==> config.mk <==
export PLATFORM = sky130hd
export DESIGN_NAME = fft_frame_tx
export DESIGN_NICKNAME = d
export VERILOG_FILES = /design/src/rtl/fft_frame_tx.sv
export SDC_FILE = /design/constraint.sdc
export NUM_CORES = 1
export LEC_CHECK = 0
export BUFFER_PORTS_ARGS = -buffer_cell sky130_fd_sc_hd__buf_2
export CAP_MARGIN = 20
export CORE_MARGIN = 2
export CORE_UTILIZATION = 45
export DETAILED_ROUTE_END_ITERATION = 10
export PLACE_DENSITY_LB_ADDON = 0.2
export SYNTH_ARGS = -nofsm -noshare
export SYNTH_HDL_FRONTEND = slang
export SYNTH_SLANG_ARGS = --single-unit
==> constraint.sdc <==
create_clock -name clk -period 3.7 [get_ports clk]
set_input_delay 0.74 -clock clk [delete_from_list [all_inputs] [get_ports clk]]
set_output_delay 0.74 -clock clk [all_outputs]
set_load 0.05 [all_outputs]
==> src/rtl/fft_frame_tx.sv <==
// Byte-serial frame transmitter: buffers payload bytes, then sends header,
// length, payload and an XOR checksum to the host under a valid/ack handshake.
module fft_frame_tx #(
    parameter int unsigned DEPTH = 16,
    parameter logic [7:0]  HDR   = 8'hA5
) (
    input  logic                     clk,
    input  logic                     rst_n,
    input  logic                     ena,
    input  logic                     wr_en,
    input  logic [7:0]               wr_data,
    input  logic                     start,
    input  logic                     tx_ack,
    output logic [7:0]               tx_data,
    output logic                     tx_valid,
    output logic                     busy,
    output logic                     done,
    output logic                     err,
    output logic [$clog2(DEPTH):0]   count
);

    localparam int unsigned PW = $clog2(DEPTH);
    localparam int unsigned CW = PW + 1;

    typedef enum logic [2:0] {
        S_IDLE,
        S_HDR,
        S_LEN,
        S_PAY,
        S_CHK,
        S_DONE
    } state_t;

    state_t         state_q, state_d;
    logic [7:0]     tx_data_q, tx_data_d;
    logic           tx_valid_q, tx_valid_d;
    logic           busy_q, busy_d;
    logic           done_q, done_d;
    logic           err_q, err_d;
    logic [CW-1:0]  count_q, count_d;
    logic [CW-1:0]  rd_ptr_q, rd_ptr_d;
    logic [7:0]     len_q, len_d;
    logic [7:0]     chk_q, chk_d;
    logic [7:0]     mem_q [DEPTH];

    logic           mem_we_c;
    logic           full_c;
    logic           xfer_c;
    logic [CW-1:0]  count_inc_c;
    logic [CW-1:0]  rd_inc_c;
    logic [7:0]     chk_pay_c;

    assign full_c      = (count_q == CW'(DEPTH));
    assign xfer_c      = tx_valid_q && tx_ack;
    assign count_inc_c = count_q + CW'(1);
    assign rd_inc_c    = rd_ptr_q + CW'(1);
    assign chk_pay_c   = chk_q ^ tx_data_q;

    // Next-state and registered-output logic; every register holds while ena is low.
    always_comb begin
        state_d    = state_q;
        tx_data_d  = tx_data_q;
        tx_valid_d = tx_valid_q;
        busy_d     = busy_q;
        done_d     = done_q;
        err_d      = err_q;
        count_d    = count_q;
        rd_ptr_d   = rd_ptr_q;
        len_d      = len_q;
        chk_d      = chk_q;
        mem_we_c   = 1'b0;

        if (ena) begin
            done_d = 1'b0;
            if (wr_en && (state_q != S_IDLE)) begin
                err_d = 1'b1;
            end
            case (state_q)
                S_IDLE: begin
                    if (wr_en) begin
                        if (!full_c) begin
                            mem_we_c = 1'b1;
                            count_d  = count_inc_c;
                        end else begin
                            err_d = 1'b1;
                        end
                    end
                    if (start) begin
                        // A same-cycle write lands first and is counted in len.
                        state_d    = S_HDR;
                        err_d      = wr_en && full_c;
                        len_d      = (wr_en && !full_c) ? 8'(count_inc_c) : 8'(count_q);
                        chk_d      = 8'h00;
                        tx_valid_d = 1'b1;
                        tx_data_d  = HDR;
                        busy_d     = 1'b1;
                    end
                end
                S_HDR: begin
                    if (xfer_c) begin
                        state_d   = S_LEN;
                        tx_data_d = len_q;
                        chk_d     = len_q;
                    end
                end
                S_LEN: begin
                    if (xfer_c) begin
                        if (len_q != 8'h00) begin
                            state_d   = S_PAY;
                            tx_data_d = mem_q[rd_ptr_q[PW-1:0]];
                        end else begin
                            state_d   = S_CHK;
                            tx_data_d = chk_q;
                        end
                    end
                end
                S_PAY: begin
                    if (xfer_c) begin
                        chk_d    = chk_pay_c;
                        rd_ptr_d = rd_inc_c;
                        if (8'(rd_ptr_q) == (len_q - 8'd1)) begin
                            state_d   = S_CHK;
                            tx_data_d = chk_pay_c;
                        end else begin
                            tx_data_d = mem_q[rd_inc_c[PW-1:0]];
                        end
                    end
                end
                S_CHK: begin
                    if (xfer_c) begin
                        state_d    = S_DONE;
                        tx_valid_d = 1'b0;
                        done_d     = 1'b1;
                    end
                end
                S_DONE: begin
                    state_d  = S_IDLE;
                    busy_d   = 1'b0;
                    count_d  = '0;
                    rd_ptr_d = '0;
                end
                default: begin
                    state_d = S_IDLE;
                end
            endcase
        end
    end

    always_ff @(posedge clk or negedge rst_n) begin
        if (!rst_n) begin
            state_q    <= S_IDLE;
            tx_data_q  <= 8'h00;
            tx_valid_q <= 1'b0;
            busy_q     <= 1'b0;
            done_q     <= 1'b0;
            err_q      <= 1'b0;
            count_q    <= '0;
            rd_ptr_q   <= '0;
            len_q      <= 8'h00;
            chk_q      <= 8'h00;
        end else begin
            state_q    <= state_d;
            tx_data_q  <= tx_data_d;
            tx_valid_q <= tx_valid_d;
            busy_q     <= busy_d;
            done_q     <= done_d;
            err_q      <= err_d;
            count_q    <= count_d;
            rd_ptr_q   <= rd_ptr_d;
            len_q      <= len_d;
            chk_q      <= chk_d;
        end
    end

    // Payload buffer; contents are don't-care after reset.
    always_ff @(posedge clk) begin
        if (mem_we_c) begin
            mem_q[count_q[PW-1:0]] <= wr_data;
        end
    end

    assign tx_data  = tx_data_q;
    assign tx_valid = tx_valid_q;
    assign busy     = busy_q;
    assign done     = done_q;
    assign err      = err_q;
    assign count    = count_q;

endmodule
==> impl_metrics.tcl <==
set metrics [dict create \
    rsz0062_at_grt "false" \
    cap_viol_max_count 0 \
    grt_usage_pct 21.8 \
    overflow 0 \
    numClockSinks 166 \
    yosysTopAreaCell "edfxtp_1" \
    n_fill_cell 1548 \
    fin_setup_tns_ns 0 \
    first_iter_violations 414 \
    power_mw 7.53 \
    io_pins 31 \
    clock-skew-final_ns 0.0110 \
    cp_max_fo 15 \
    hpwl_um 14300 \
    clk_pin_slew_worst_paths_ns 0.07 \
    numCtsBuffers 17 \
    area_delta_synth_final_pct 11.7 \
    ir_drop_mv 0.327 \
    synth-seq-cells 166 \
    synth_edf_count 128 \
    postLayoutCoreUtil_pct 51.1 \
    yosysSeqAreaShare_pct 56.0 \
    synth.distinct_cells 55 \
    antenna_found_initial 1 \
    grt_pass1_wl_um 32300 \
    cts_root_buf "clkbuf_16" \
    ctsHoldBuffers 0 \
    cts_tree "built" \
    cp.required_ns 3.75 \
    p_leak_nw 3.32 \
    num_vias 5328 \
    yosys_warnings 0 \
    die_h_um 142 \
    port_buffers 30 \
    die-area_mm2 0.0201 \
    pre_cts_slack_ns 0.621 \
    synth_nets 582 \
    multi_input_area_mm2 0.00351 \
    synthMostInstantiatedCell "edfxtp_1" \
    path_delay_family "simple AND/OR/NAND/NOR gates" \
    setup_slack_ns 0.551 \
    clock.fmax_ghz 0.318 \
    ys_top_cells_by_area "edfxtp_1 45%, mux4_2 14%, dfrtp_1 11%" \
    avgSynthCellArea_um2 15.3 \
    core-area_mm2 0.0187 \
    h-tree-depth 4 \
    hold_violations 0 \
    synth_ff_type "edfxtp_1" \
    period_share_pct 85.1 \
    vias_per_cell 6.35 \
    start_util_pct 45.8 \
    num-nets-final 613 \
    syn_inst 561 \
    seqCellArea_mm2 0.00480 \
    grt_max_degree 39 \
    firstDrtPassIters 5 \
    maxSlewViolCount 0 \
    slowest_stage "nor2_1" \
    routedWlPerCell_um 24.8 \
    report.final.setup_viol 0 \
    yosysTopAreaCellShare_pct 44.9 \
    cp_slowest_stage_delay_ns 0.73 \
    hold_slack_ns 0.455 \
    clock_path_buffers 2 \
    ant_nets 0 \
    crit_buf_inv 1 \
    rows 50 \
    powerDensity_mw_per_mm2 788 \
    insertion_delay_ns 0.43 \
    post_cts.repair.setup_buffers 0 \
    die_w_um 142 \
    netlist_top_cells_count "128 x edfxtp_1, 52 x mux4_2, 38 x dfrtp_1" \
    worst_hold_path_type "primary input to asynchronous set/reset pin" \
    ctsResizeCount 0 \
    path_cells "inv_1 > ha_1 > a31oi_1 > and3_1 > nand2_1 > nor2_1" \
    synthArstFlopShare_pct 22.9 \
    drive_gt1_share_pct 23.5 \
    worst_pin_slew_ns 0.966 \
    diodes 0 \
    drc_errors 0 \
    end_kind "flop" \
    period_needed_ns 3.15 \
    critPathKind "flop to flop" \
    relSlewSlack_pct 35.6 \
    gp_congestion 0.868 \
    routed_wl_um 20800 \
    grt_pass1_vias 5276 \
    cp.arrival_ns 3.20 \
    status "complete, no violations" \
    syn_area_mm2 0.00856 \
    start_kind "flop" \
]
-- kinds of logic after synthesis --
| kind of cell | share of synthesized area (%) |
|---|---|
| and+or+nand+nor | 8.03 |
| adders and majority gates | 1.02 |
| DFF | 56.0 |
| buffers and inverters | 2.97 |
| xor gates and xnor gates | 1.64 |
| muxes | 21.7 |
| AOI/OAI and AO/OA | 8.67 |
-- routing by layer --
metal  global-route usage [%]  vias up  share of wire [%]
met5                        0        -              0.058
met4                     7.32        2                2.1
met3                     4.79       40                6.6
met2                     33.1      209                 47
met1                     31.5     2737                 45
li1                         -     2340                  -
-- cell type report --
| cell class | count | area share [%] |
|---|---|---|
| clock inverters | 13 | 2.03 |
| inverters | 10 | 0.393 |
| well taps | 234 | 3.06 |
| clock buffers | 19 | 4.53 |
| repair buffers | 49 | 3.06 |
| multi-input cells | 348 | 36.7 |
| flip-flops and latches | 166 | 50.2 |
-- stage by stage --
stage / cells / cell area, um^2
after floorplan: 561 / 8560
after global placement: 806 / 8920
after detailed placement: 806 / 8920
after CTS: 838 / 9550
after global routing: 839 / 9560
final: 839 / 9560
-- state kept, by name, summed over array words and instances, names as in the netlist --
name / cells
count: 5
chk_q: 8
mem_q: 128
tx_data: 8
done: 1
err: 1
rd_ptr_q: 5
state_q: 3
tx_valid: 1
busy: 1
len_q: 5
-- cells in the final DEF, fill, tap and decap left out, types with 8 or more instances in the layout --
| cell type | n |
|---|---|
| buf_2 | 30 |
| dfrtp_1 | 36 |
| edfxtp_1 | 128 |
| mux4_1 | 24 |
| a22o_1 | 8 |
| xnor2_1 | 13 |
| nor2_1 | 33 |
| nor2b_1 | 13 |
| o21ai_1 | 8 |
| a21oi_1 | 10 |
| buf_4 | 19 |
| o21ai_0 | 34 |
| inv_1 | 10 |
| and3_1 | 14 |
| mux4_2 | 52 |
| nand2_1 | 31 |
| nand3_1 | 15 |
| clkbuf_16 | 17 |
-- power breakdown --
| group | internal (mW) | leakage [nW] | total [mW] | switching (mW) |
|---|---|---|---|---|
| Clock | 1.14 | 0.303 | 1.90 | 0.757 |
| Combinational | 1.45 | 1.39 | 3.09 | 1.64 |
| Sequential | 2.18 | 1.62 | 2.55 | 0.370 |
| Total | 4.77 | 3.32 | 7.53 | 2.77 |
-- worst paths after layout --
path,from,slack [ns],cells after the start,end
min reg2reg,err,0.54,1,err
max in group asynchronous,rst_n,2.60,1,rd_ptr_q[0]
max,count[0],0.55,6,mem_q[8][5]
min in group clk,err,0.54,1,err
min,rst_n,0.45,1,chk_q[3]
max reg2reg,count[0],0.55,6,mem_q[8][5]
No activity file was read; power rests on OpenSTA's default activity.
